`src/rtl/delay_sched.sv`:
```
// Round-robin scheduler sharing one delay counter among NREQ requesters.
// A grant runs for the saturated duration, then the owner gets a one-cycle done pulse.
module delay_sched #(
    parameter int NREQ  = 4,
    parameter int CBITS = 14,
    parameter int N     = 15000
) (
    input  logic                  clk,
    input  logic                  rst,
    input  logic [NREQ-1:0]       req,
    input  logic [NREQ*CBITS-1:0] dur,
    output logic [NREQ-1:0]       gnt,
    output logic                  busy,
    output logic [NREQ-1:0]       done,
    output logic [CBITS-1:0]      cnt,
    output logic                  err
);
    localparam int PW = (NREQ > 1) ? $clog2(NREQ) : 1;
    localparam logic [CBITS-1:0] NC = CBITS'(N);

    typedef enum logic {IDLE, RUN} state_t;

    state_t           r_state;
    logic [NREQ-1:0]  r_gnt, r_done;
    logic [CBITS-1:0] r_cnt, r_tgt;
    logic [PW-1:0]    r_ptr, r_own;
    logic             r_busy, r_err;

    logic [2*NREQ-1:0] w_dbl;
    logic [NREQ-1:0]   w_rot;
    logic [PW-1:0]     w_off, w_win, w_nxt;
    logic [PW:0]       w_sum;
    logic              w_found, w_viol;
    logic [CBITS-1:0]  w_dsel, w_tgt;

    // Rotate requests so bit 0 is the requester at ptr; lowest set bit wins.
    assign w_dbl = {req, req};
    assign w_rot = NREQ'(w_dbl >> r_ptr);

    always_comb begin
        w_off = '0;
        for (int k = NREQ-1; k >= 0; k--)
            if (w_rot[k]) w_off = PW'(k);
    end

    assign w_found = |w_rot;
    assign w_sum   = {1'b0, r_ptr} + {1'b0, w_off};
    assign w_win   = (w_sum >= (PW+1)'(NREQ)) ? PW'(w_sum - (PW+1)'(NREQ)) : PW'(w_sum);
    assign w_nxt   = (w_win == PW'(NREQ-1)) ? '0 : w_win + 1'b1;
    assign w_dsel  = dur[w_win*CBITS +: CBITS];

    always_comb begin
        if (w_dsel == '0)    w_tgt = CBITS'(1);
        else if (w_dsel > NC) w_tgt = NC;
        else                 w_tgt = w_dsel;
    end

    assign w_viol = (r_cnt >= NC)
                  | ((r_gnt & (r_gnt - 1'b1)) != '0)
                  | ((r_done & (r_done - 1'b1)) != '0)
                  | ((r_done != '0) && (r_gnt != '0))
                  | (r_busy != (r_gnt != '0));

    always_ff @(posedge clk or posedge rst) begin
        if (rst) begin
            r_state <= IDLE;
            r_gnt   <= '0;
            r_done  <= '0;
            r_cnt   <= '0;
            r_tgt   <= '0;
            r_ptr   <= '0;
            r_own   <= '0;
            r_busy  <= 1'b0;
            r_err   <= 1'b0;
        end else begin
            r_err <= r_err | w_viol;
            case (r_state)
                IDLE: begin
                    r_done <= '0;
                    if (w_found) begin
                        r_gnt   <= NREQ'(1) << w_win;
                        r_own   <= w_win;
                        r_cnt   <= '0;
                        r_ptr   <= w_nxt;
                        r_tgt   <= w_tgt;
                        r_busy  <= 1'b1;
                        r_state <= RUN;
                    end
                end
                RUN: begin
                    if (!req[r_own]) begin
                        r_gnt   <= '0;
                        r_cnt   <= '0;
                        r_busy  <= 1'b0;
                        r_state <= IDLE;
                    end else if (r_cnt + CBITS'(1) == r_tgt) begin
                        r_done  <= r_gnt;
                        r_gnt   <= '0;
                        r_cnt   <= '0;
                        r_busy  <= 1'b0;
                        r_state <= IDLE;
                    end else begin
                        r_cnt <= r_cnt + CBITS'(1);
                    end
                end
                default: r_state <= IDLE;
            endcase
        end
    end

    assign gnt  = r_gnt;
    assign done = r_done;
    assign cnt  = r_cnt;
    assign busy = r_busy;
    assign err  = r_err;
endmodule

```
`config.mk`:
```
export PLATFORM = sky130hd
export DESIGN_NAME = delay_sched
export DESIGN_NICKNAME = d
export VERILOG_FILES = /design/src/rtl/delay_sched.sv
export SDC_FILE = /design/constraint.sdc
export NUM_CORES = 1
export LEC_CHECK = 0
export BUFFER_PORTS_ARGS = -buffer_cell sky130_fd_sc_hd__buf_2
export CAP_MARGIN = 15
export CORE_MARGIN = 3
export CORE_UTILIZATION = 49
export DETAILED_ROUTE_END_ITERATION = 10
export PLACE_DENSITY = 0.83
export REMOVE_ABC_BUFFERS = 1
export SLEW_MARGIN = 40
export SYNTH_ARGS = -nofsm -noshare
export SYNTH_HDL_FRONTEND = slang
export SYNTH_SLANG_ARGS = --single-unit
export TNS_END_PERCENT = 20
```
`constraint.sdc`:
```
create_clock -name clk -period 3.25 [get_ports clk]
set_input_delay 0.325 -clock clk [delete_from_list [all_inputs] [get_ports clk]]
set_output_delay 0.325 -clock clk [all_outputs]
set_load 0.01 [all_outputs]
```
# Word level (Yosys, flattened, before mapping)

Cells that the tools add are included.

Flip-flop bits (word level): 43
Bits of input ports: 62
Output and inout bits: 24
Logic and storage cells: 77

Add/sub/neg operators: 6
Multipliers: 1
$lt $le $gt $ge: 4
Equality and inequality tests: 7
Shift-type cells: 3
Mux-type cells: 29
Bitwise operators: 8
Reduce and logical (&&, ||, !) cells: 10

Operators with widths:

| cell                    | count |
|---|---|
| $mux W14                | 5 |
| $shiftx A56 B7 Y14      | 1 |
| $pmux W14 S2            | 1 |
| $mux W4                 | 5 |
| $pmux W4 S2             | 2 |
| $reduce_bool A4 Y1      | 4 |
| $add A14 B1 Y14 const B | 1 |
| $eq A14 B14 Y1          | 1 |
| $ge A14 B14 Y1 const B  | 1 |
| $gt A14 B14 Y1 const B  | 1 |
| $logic_not A14 Y1       | 1 |
| $mux W2                 | 6 |
| $and A4 B4 Y4           | 2 |
| $shr A8 B2 Y4           | 1 |
| $sub A4 B1 Y4 const B   | 2 |
| $mux W1                 | 7 |
| $reduce_and A2 Y1       | 3 |
| $mul A2 B3 Y5 const B   | 1 |
| $or A1 B1 Y1            | 5 |
| $ne A2 B1 Y1 const B    | 2 |
| $pmux W1 S2             | 2 |
| $reduce_or A4 Y1        | 1 |
| $shl A1 B2 Y4 const A   | 1 |
| $add A2 B2 Y3           | 1 |
| 11 further kinds        | 11 |

# Depth between registers and ports, before layout

Gate-level depths: netlist (run 1).

Depth in word-level cells: 13
Mapped depth: 14
Depth with buffers taken out: 13

# Worst setup path before layout (run 1)

OpenSTA, ideal clock, no wires.

Path kind: reg-to-reg
Start point: register r_ptr[0]
End point: register r_tgt[1]
Library setup time: 0.126 ns
Arrival time: 3.015 ns
Data required time: 3.124 ns
Path slack: 0.109 ns
Stages on the path, launching flop included: 11
Buffers on the path: 4
Clock period less this slack: 3.141 ns
Cell sequence: dfrtp_1 -> buf_2 -> or4_1 -> o2111ai_1 -> ha_1 -> buf_2 -> buf_1 -> buf_1 -> mux4_2 -> nand2_1 -> o21ai_0

Cells in the longest elaborated chain, start to end: 13
Elaborated cells on any way between the ends: 17
Those cells by class: add/sub (2); mul (1); order compare (2); shift (2); mux (7); reduce/logical (3)

RTL lines:

| element                                       | RTL line | source |
|---|---|---|
| start, declared                               | 26       | `logic [PW-1:0] r_ptr, r_own;` |
| start signal, assigned                        | 84       | `r_ptr <= w_nxt;` |
| $shr A8 B2 Y4                                 | 38       | `assign w_rot = NREQ'(w_dbl >> r_ptr);` |
| $mux W2 (4 in series)                         | 43       | `if (w_rot[k]) w_off = PW'(k);` |
| $add A2 B2 Y3 *                               | 47       | `assign w_sum = {1'b0, r_ptr} + {1'b0, w_off};` |
| named net w_sum[0]                            | 32       | `logic [PW:0] w_sum;` |
| $ge A3 B3 Y1 or $sub A2 B1 Y2 (tied branches) | 48       | `assign w_win = (w_sum >= (PW+1)'(NREQ)) ? PW'(w_sum - (PW+1)'(NREQ)) : PW'(w_sum);` |
| $mux W2 *                                     | 48       |  |
| $mul A2 B3 Y5 *                               | 50       | `assign w_dsel = dur[w_win*CBITS +: CBITS];` |
| $shiftx A56 B7 Y14 *                          | 50       |  |
| $gt A14 B14 Y1                                | 54       | `else if (w_dsel > NC) w_tgt = NC;` |
| $mux W14                                      | 54       |  |
| $mux W14 *                                    | 53       | `if (w_dsel == '0) w_tgt = CBITS'(1);` |
| end signal, assigned                          | 85       | `r_tgt <= w_tgt;` |
| end, declared                                 | 25       | `logic [CBITS-1:0] r_cnt, r_tgt;` |

Mark *: on every way through the listed nets, which the timed path passes. The rest lies on a longest branch.
A chain may end at the register's enable or synchronous reset.

# Final worst setup path (run 1)

Start point: register r_ptr[0]
End point: register r_tgt[5]

Cells in the longest elaborated chain, start to end: 13
Elaborated cells on any way between the ends: 17
Those cells by class: add/sub (2); mul (1); order compare (2); shift (2); mux (7); reduce/logical (3)

RTL lines:

| element                                       | RTL line |
|---|---|
| $shr A8 B2 Y4                                 | 38 |
| $mux W2 (4 in series)                         | 43 |
| $add A2 B2 Y3                                 | 47 |
| $ge A3 B3 Y1 or $sub A2 B1 Y2 (tied branches) | 48 |
| $mux W2                                       | 48 |
| $mul A2 B3 Y5                                 | 50 |
| $shiftx A56 B7 Y14                            | 50 |
| $gt A14 B14 Y1                                | 54 |
| $mux W14                                      | 54 |
| $mux W14                                      | 53 |

Several ways; a longest one is shown, not always the timed one.

==> metrics.cfg, run 1 <==
[global_routing]
grt_start_max_net_pins=44
grt_antenna_before_repair=0
grtUsageMet3=0.03923
grt.total_usage=0.2257
met2_usage=0.3678
grt_pass1_wl_um=15410
grt_use_met1=0.2975
overflow=0
top_usage_layer=met2
grt_pass1_vias=3210

[synth]
yosysWarnings=0
avgSynthCellArea_um2=9.241
synth_edf_count=0
yosys.area.top_type=dfrtp_1
synth_cells=373
async_flop_share=1.000
synth-main-ff-cell=dfrtp_1
synth_seq_cells=43
ys_top_cells_by_area=dfrtp_1, mux4_2, nand2_1
yosysSeqAreaShare=0.3122
yosys.area.top_type_share=0.3122
synth_area_um2=3447
synth_cell_types=66

[pwr]
p_leak_nw=1.837
power_density_nw_per_um2=794.2
p_total_mw=3.233
vdd_ir_drop_max_v=0.0005033

[setup_path]
rr_worst_depth=9
reg2reg_slack_ns=0.11
timing.rr.start=r_ptr[0]
worstPathRequired_ns=3.42
critPathMaxFanout=17
critPathKind=flip-flop to flip-flop
crit_arrival_ns=3.31
start_kind=flip-flop
end_kind=flip-flop
timing.rr.end=r_tgt[5]

[finish]
final_common_cell=buf_2
n_antenna_cell=0
nFillCells=543
final_cell_mix=buf_2, nand2_1, dfrtp_1
final_layout_size_suffix_gt1_frac=0.3020
syn_to_final_growth_pct=18.11
fin_nets=525

[detailed_routing]
wl_per_cell_um=16.83
wirelength_um=9255
routed_via_density=6.175
via_count=3396
drtIter0Drc=188
drc=0
ant_nets=0
dr.pass1.iters=5

[timing]
finalCritPeriodShare=0.9653
layout_min_cycle_time_ns=3.137
holdWs_ns=0.1458
fmax_mhz=318.7
setup_tns_ns=0
hold_violations=0
relSlewSlack=0.5175
setup_violations=0
worst_pin_slew_ns=0.7229
maxSlewViolCount=0
skew_ns=0.005958
rsz0062_at_grt=yes

[clock_network]
clk_path_buf_depth=2
post_cts_buffers=0
holdBufCountCts=0
cts_sinks=43
cts_tree=built
clock_latency_ns=0.30
path_clk_slew_ns=0.08
cts_resized=0
numCtsBuffers=5
htree_levels=2
cts_root_buffer=clkbuf_8

[floorplanning]
row_count=29
dieArea_um2=8078
core-area_um2=6568
top_level_ports=86
die_w_um=89.88
start_util=0.5249
die_h_um=89.88

[job]
drv_cap=0

[placed_design]
gp_congestion=1.013
port_buffers=85
hpwl_um=7298

[outcome]
status=complete, no violations

[min_path]
hold_class=input pin to async pin

==> registers in the layout (all words and copies together) (netlist names) <==
| signal | cells |
|---|---|
| cnt | 14 |
| r_tgt | 14 |
| done | 4 |
| gnt | 4 |
| r_own | 2 |
| r_ptr | 2 |
| busy | 1 |
| err | 1 |
| r_state | 1 |
==> worst max-delay path: stages (launching register included) <==
cell	delay, ns
dfrtp_1	0.44
or4_1	0.57
o2111ai_1	0.11
ha_1	0.20
xnor2_1	0.14
xnor2_4	0.50
buf_4	0.31
mux4_2	0.32
a32oi_1	0.29
o21ai_0	0.13
==> worst max path at each step <==
stage             start   endpoint  cells past startpoint
2_1_floorplan  r_ptr[0]  r_tgt[10]                      8
3_3_place_gp     req[2]   r_tgt[3]                     10
3_5_place_dp     cnt[0]     gnt[0]                      9
4_1_cts          cnt[0]     gnt[0]                      9
5_1_grt        r_ptr[0]   r_tgt[5]                     11
6_report       r_ptr[0]   r_tgt[5]                      9
==> metrics by stage <==
step                      setup slack (ns)  instances  instance area (um2)  utilization
after detailed placement            0.1117        539                 3949       0.6013
final                               0.1127        550                 4071       0.6199
after floorplan                    -0.1914        352                 3337            -
after global routing               -0.1203        550                 4071       0.6199
after CTS                          0.09498        547                 4034       0.6142
after global placement              0.2651        539                 3946       0.6009
==> report_power, final <==
part / internal (mW) / switching (mW) / total, mW
combinational: 0.957 / 1.09 / 2.05
sequential: 0.692 / 0.161 / 0.852
clock: 0.150 / 0.183 / 0.333
total: 1.80 / 1.43 / 3.23
==> final cells by class <==
cell class / instances / area [um2] / area share
multi-input combinational: 299 / 2228 / 0.5473
sequential: 43 / 1076 / 0.2643
timing repair buffer: 97 / 528.0 / 0.1297
tap: 93 / 116.4 / 0.02858
clock buffer: 6 / 72.57 / 0.01782
inverter: 10 / 37.54 / 0.009219
clock inverter: 2 / 12.51 / 0.003073
==> synthesized netlist by cell type (2+ instances only) <==
cell       count
nand2_1       50
dfrtp_1       43
nor2_1        19
o21ai_0       15
mux4_2        14
nand3_1       13
xnor2_1       13
a21oi_1       12
nor3_1        12
nor4_1        12
buf_2         10
xor2_1        10
inv_1          9
a21o_1         8
or3_1          8
ha_1           7
mux2i_1        7
nand2b_1       7
nand4_1        7
o211ai_1       7
a22o_1         6
and3_1         5
clkbuf_1       5
nor2b_1        5
a211oi_1       4
a31oi_1        4
a32o_1         4
o2111ai_1      4
buf_1          3
o221a_2        3
o31ai_1        3
o32ai_1        3
or4_1          3
a211o_1        2
a21boi_0       2
buf_6          2
o21ai_2        2
o22ai_1        2
==> metal layers <==
metal / part of all wire / vias up
met3: 0.083 / 38
li1: - / 1571
met4: 0.037 / 0
met5: 0 / -
met1: 0.41 / 1594
met2: 0.46 / 193
==> cells by family after synthesis <==
group	share of synthesized area
AOI/OAI and AO/OA	0.1844
xor gates and xnor gates	0.06642
adders and majority gates	0.02831
buffers and inverters	0.04283
DFF	0.3122
muxes	0.1151
and+or+nand+nor	0.2508
No activity file was read; power rests on OpenSTA's default activity.
==> run 2, diff against run 1 <==
--- a/config.mk
+++ b/config.mk
@@ -5,13 +5,13 @@
 export SDC_FILE = /design/constraint.sdc
 export NUM_CORES = 1
 export LEC_CHECK = 0
+export ABC_CLOCK_PERIOD_IN_PS = 3250
 export BUFFER_PORTS_ARGS = -buffer_cell sky130_fd_sc_hd__buf_2
 export CAP_MARGIN = 15
 export CORE_MARGIN = 3
-export CORE_UTILIZATION = 49
+export CORE_UTILIZATION = 45
 export DETAILED_ROUTE_END_ITERATION = 10
-export PLACE_DENSITY = 0.83
-export REMOVE_ABC_BUFFERS = 1
+export PLACE_DENSITY = 0.78
 export SLEW_MARGIN = 40
 export SYNTH_ARGS = -nofsm -noshare
 export SYNTH_HDL_FRONTEND = slang
==> metrics.cfg, run 2 (synthesis results as in run 1) <==
[global_routing]
grt.total_usage=0.2112
grt_pass1_vias=3060
grt_antenna_before_repair=0
overflow=0
grt_start_max_net_pins=44
grt_pass1_wl_um=14750

[setup_path]
rr_worst_depth=10
reg2reg_slack_ns=0.27
start_kind=flip-flop
timing.rr.end=cnt[6]
worstPathRequired_ns=3.44
end_kind=flip-flop
timing.rr.start=cnt[1]
critPathKind=flip-flop to flip-flop
crit_arrival_ns=3.17
critPathMaxFanout=7

[detailed_routing]
wirelength_um=8867
routed_via_density=5.824
drtIter0Drc=146
ant_nets=0
wl_per_cell_um=15.78
drc=0
dr.pass1.iters=5
via_count=3273

[timing]
maxSlewViolCount=0
setup_violations=0
skew_ns=0.008384
relSlewSlack=0.4768
setup_tns_ns=0
layout_min_cycle_time_ns=2.977
rsz0062_at_grt=no
holdWs_ns=0.1418
worst_pin_slew_ns=0.7832
fmax_mhz=335.9
finalCritPeriodShare=0.9159
hold_violations=0

[pwr]
power_density_nw_per_um2=819.3
p_leak_nw=1.880
p_total_mw=3.397
vdd_ir_drop_max_v=0.0004689

[clock_network]
cts_tree=built
holdBufCountCts=0
cts_root_buffer=clkbuf_8
path_clk_slew_ns=0.09
clk_path_buf_depth=2
cts_sinks=43
htree_levels=2
clock_latency_ns=0.31
numCtsBuffers=5

[placed_design]
gp_congestion=0.8808
dpl.cell_count=549
port_buffers=85
hpwl_um=7123

[floorplanning]
dieArea_um2=8746
top_level_ports=86
row_count=31
start_util=0.4702
die_w_um=93.52
core-area_um2=7331
die_h_um=93.52

[outcome]
status=complete, no violations

[synth]
syn-num-nets=442

[finish]
final_cell_mix=buf_2, nand2_1, dfrtp_1
n_antenna_cell=0
final_layout_size_suffix_gt1_frac=0.3110
fin_nets=531
stdcell_count=562
final_common_cell=buf_2
syn_to_final_growth_pct=20.29

[job]
drv_cap=0

[min_path]
hold_class=input pin to async pin

[run 2: cell count changes in the layout (fill, tap and decap cells not counted), sizes merged]
cell      before  now
buf           97  103
bufinv         0    1
clkinv         2    1
clkinvlp       1    0
inv            9   10
[run 2: per-stage QoR]
step	util	cell area (um2)	setup WS, ns
6_report	0.5656	4146	0.2733
5_1_grt	0.5656	4146	0.04650
4_1_cts	0.5600	4105	0.2365
3_5_place_dp	0.5434	3984	0.1874
3_3_place_gp	0.5434	3984	0.2185
2_1_floorplan	-	3447	0.1087
[run 2: how the worst max path moves through the flow]
stage / start / to
finish: cnt[1] / cnt[6]
global route: r_ptr[0] / r_tgt[10]
CTS: r_ptr[0] / r_tgt[3]
detailed placement: req[2] / r_tgt[3]
global placement: req[2] / r_tgt[3]
floorplan: r_ptr[0] / r_tgt[1]
[run 2: routing by layer]
layer / wire (um) / up-vias / global-route usage
met3: 624 / 14 / 0.03701
li1: - / 1586 / -
met2: 4212 / 140 / 0.3466
met4: 129 / 0 / 0.05617
met5: 0 / - / 0
met1: 3900 / 1533 / 0.2879
[run 2: worst max-delay path, stage by stage (launching register included)]
cell and delay, ns:
dfrtp_1 0.38, ha_1 0.23, nand3_1 0.16, or4_1 0.62, xor2_1 0.19, nand3_1 0.08
or4_4 0.45, o21ai_4 0.22, buf_4 0.20, nor3b_1 0.06, a211o_1 0.27
[run 2: power by group]
group	internal [mW]	switching, mW	total (mW)
Sequential	0.692	0.147	0.838
Clock	0.253	0.194	0.447
Combinational	1.03	1.08	2.11
[run 2: repair_timing]
item,CTS,global route
resized for setup,0,1
hold endpoints to repair,0,0
setup endpoints to repair,0,1
setup buffers,0,5
[run 2: cell type report]
class	count	area (um2)
multi-input combinational	299	2227
inverter	10	37.54
tap	99	123.9
clock buffer	6	82.58
clock inverter	2	38.79
fill	659	3184
sequential	43	1076
timing repair buffer	103	560.5
==> run 3, diff against run 2 <==
--- a/config.mk
+++ b/config.mk
@@ -5,13 +5,13 @@
 export SDC_FILE = /design/constraint.sdc
 export NUM_CORES = 1
 export LEC_CHECK = 0
-export ABC_CLOCK_PERIOD_IN_PS = 3250
+export ABC_CLOCK_PERIOD_IN_PS = 2940
 export BUFFER_PORTS_ARGS = -buffer_cell sky130_fd_sc_hd__buf_2
 export CAP_MARGIN = 15
 export CORE_MARGIN = 3
 export CORE_UTILIZATION = 45
 export DETAILED_ROUTE_END_ITERATION = 10
-export PLACE_DENSITY = 0.78
+export PLACE_DENSITY = 0.75
 export SLEW_MARGIN = 40
 export SYNTH_ARGS = -nofsm -noshare
 export SYNTH_HDL_FRONTEND = slang
==> constraint.sdc (replaced) <==
create_clock -name clk -period 2.94 [get_ports clk]
set_input_delay 0.294 -clock clk [delete_from_list [all_inputs] [get_ports clk]]
set_output_delay 0.294 -clock clk [all_outputs]
set_load 0.01 [all_outputs]
==> metrics.cfg, run 3 (synthesis results as in run 1) <==
[outcome]
status=complete, no violations

[timing]
relSlewSlack=0.5183
skew_ns=0.003646
rsz0062_at_grt=yes
setup_violations=0
hold_violations=0
holdWs_ns=0.02792
layout_min_cycle_time_ns=2.828
maxSlewViolCount=0
fmax_mhz=353.6
worst_pin_slew_ns=0.7160
setup_ws_ns=0.1122
finalCritPeriodShare=0.9618

[clock_network]
holdBufCountCts=0
cts_root_buffer=clkbuf_8
clock_latency_ns=0.30
htree_levels=2
cts_tree=built
cts_sinks=43
path_clk_slew_ns=0.08
numCtsBuffers=5
clk_path_buf_depth=2
post_cts_buffers=0

[placed_design]
dp_slack_ns=0.07763
hpwl_um=7472
gp_congestion=0.9358
port_buffers=85

[detailed_routing]
drc=0
wl_per_cell_um=16.25
routed_via_density=5.801
wirelength_um=9245
via_count=3301
drtIter0Drc=119
ant_nets=0
dr.pass1.iters=5

[finish]
nFillCells=655
final_layout_size_suffix_gt1_frac=0.3340
fin_nets=539
syn_to_final_growth_pct=22.87
final_common_cell=buf_2
n_antenna_cell=0
final_cell_mix=buf_2, nand2_1, dfrtp_1

[global_routing]
overflow=0
grt_antenna_before_repair=0
grt.total_usage=0.2166
grt_pass1_vias=3189
grt_start_max_net_pins=31
grt_pass1_wl_um=15260

[pwr]
vdd_ir_drop_max_v=0.0006037
p_leak_nw=1.937
power_density_nw_per_um2=880.4

[setup_path]
start_kind=flip-flop
critPathKind=flip-flop to flip-flop
end_kind=flip-flop
worstPathRequired_ns=3.13
crit_arrival_ns=3.02
critPathMaxFanout=17

[floorplanning]
die_w_um=93.52
dieArea_um2=8746
die_h_um=93.52
start_util=0.4702
core-area_um2=7331
top_level_ports=86
row_count=31

[synth]
syn-num-nets=442

[job]
drv_cap=0

[min_path]
hold_class=input pin to async pin

[run 3: final cells by class]
cell class / instances / area [um2] / share of cell area
Sequential cell: 43 / 1079 / 0.2547
Clock buffer: 5 / 68.82 / 0.01625
Timing Repair Buffer: 111 / 636.9 / 0.1504
Inverter: 10 / 37.54 / 0.008863
Tap cell: 99 / 123.9 / 0.02925
Clock inverter: 2 / 37.54 / 0.008863
Multi-Input combinational cell: 299 / 2252 / 0.5318
[run 3: path summary, 6_finish.rpt]
path | startpoint | end | slack (ns) | cells past startpoint
min in group clk | dur[25] | r_tgt[11] | 0.47 | 4
max | cnt[1] | cnt[12] | 0.11 | 10
min | rst | cnt[13] | 0.03 | 2
min reg2reg | r_tgt[13] | r_tgt[13] | 0.50 | 2
max reg2reg | cnt[1] | cnt[12] | 0.11 | 10
max in group asynchronous | rst | done[2] | 2.13 | 3
[run 3: report_power, final]
| part | internal (mW) | switching, mW |
|---|---|---|
| sequential | 0.765 | 0.168 |
| clock | 0.248 | 0.206 |
| combinational | 1.12 | 1.23 |
[run 3: metal layers]
metal | share of wire | vias up | track usage
met2 | 0.48 | 153 | 0.3693
met5 | 0 | - | 0
li1 | - | 1596 | -
met4 | 0.0082 | 0 | 0.04396
met1 | 0.44 | 1543 | 0.2956
met3 | 0.070 | 9 | 0.02735
[run 3: worst max-delay path, stage by stage, from the launching register on]
cell,delay (ns)
dfrtp_1,0.38
ha_2,0.23
nand3_1,0.13
or4_1,0.54
xor2_1,0.18
nand3_1,0.09
or4_4,0.44
o21ai_4,0.23
buf_12,0.18
nor3b_2,0.05
a211o_1,0.26
[run 3: repair_timing]
action,4_1_cts,5_1_grt
hold endpoints to repair,0,0
endpoints found under the setup margin,0,10
resized for setup,0,8
[run 3: stage by stage]
step / TNS, ns / utilization / area (um2) / cells / power (mW)
after floorplan: 0 / - / 3450 / 373 / 2.642
after global placement: 0 / 0.5585 / 4094 / 562 / 3.210
after detailed placement: 0 / 0.5588 / 4096 / 562 / 3.268
after CTS: 0 / 0.5733 / 4203 / 569 / 3.726
after global routing: -0.01236 / 0.5777 / 4235 / 569 / 4.036
final: 0 / 0.5777 / 4235 / 569 / 3.729
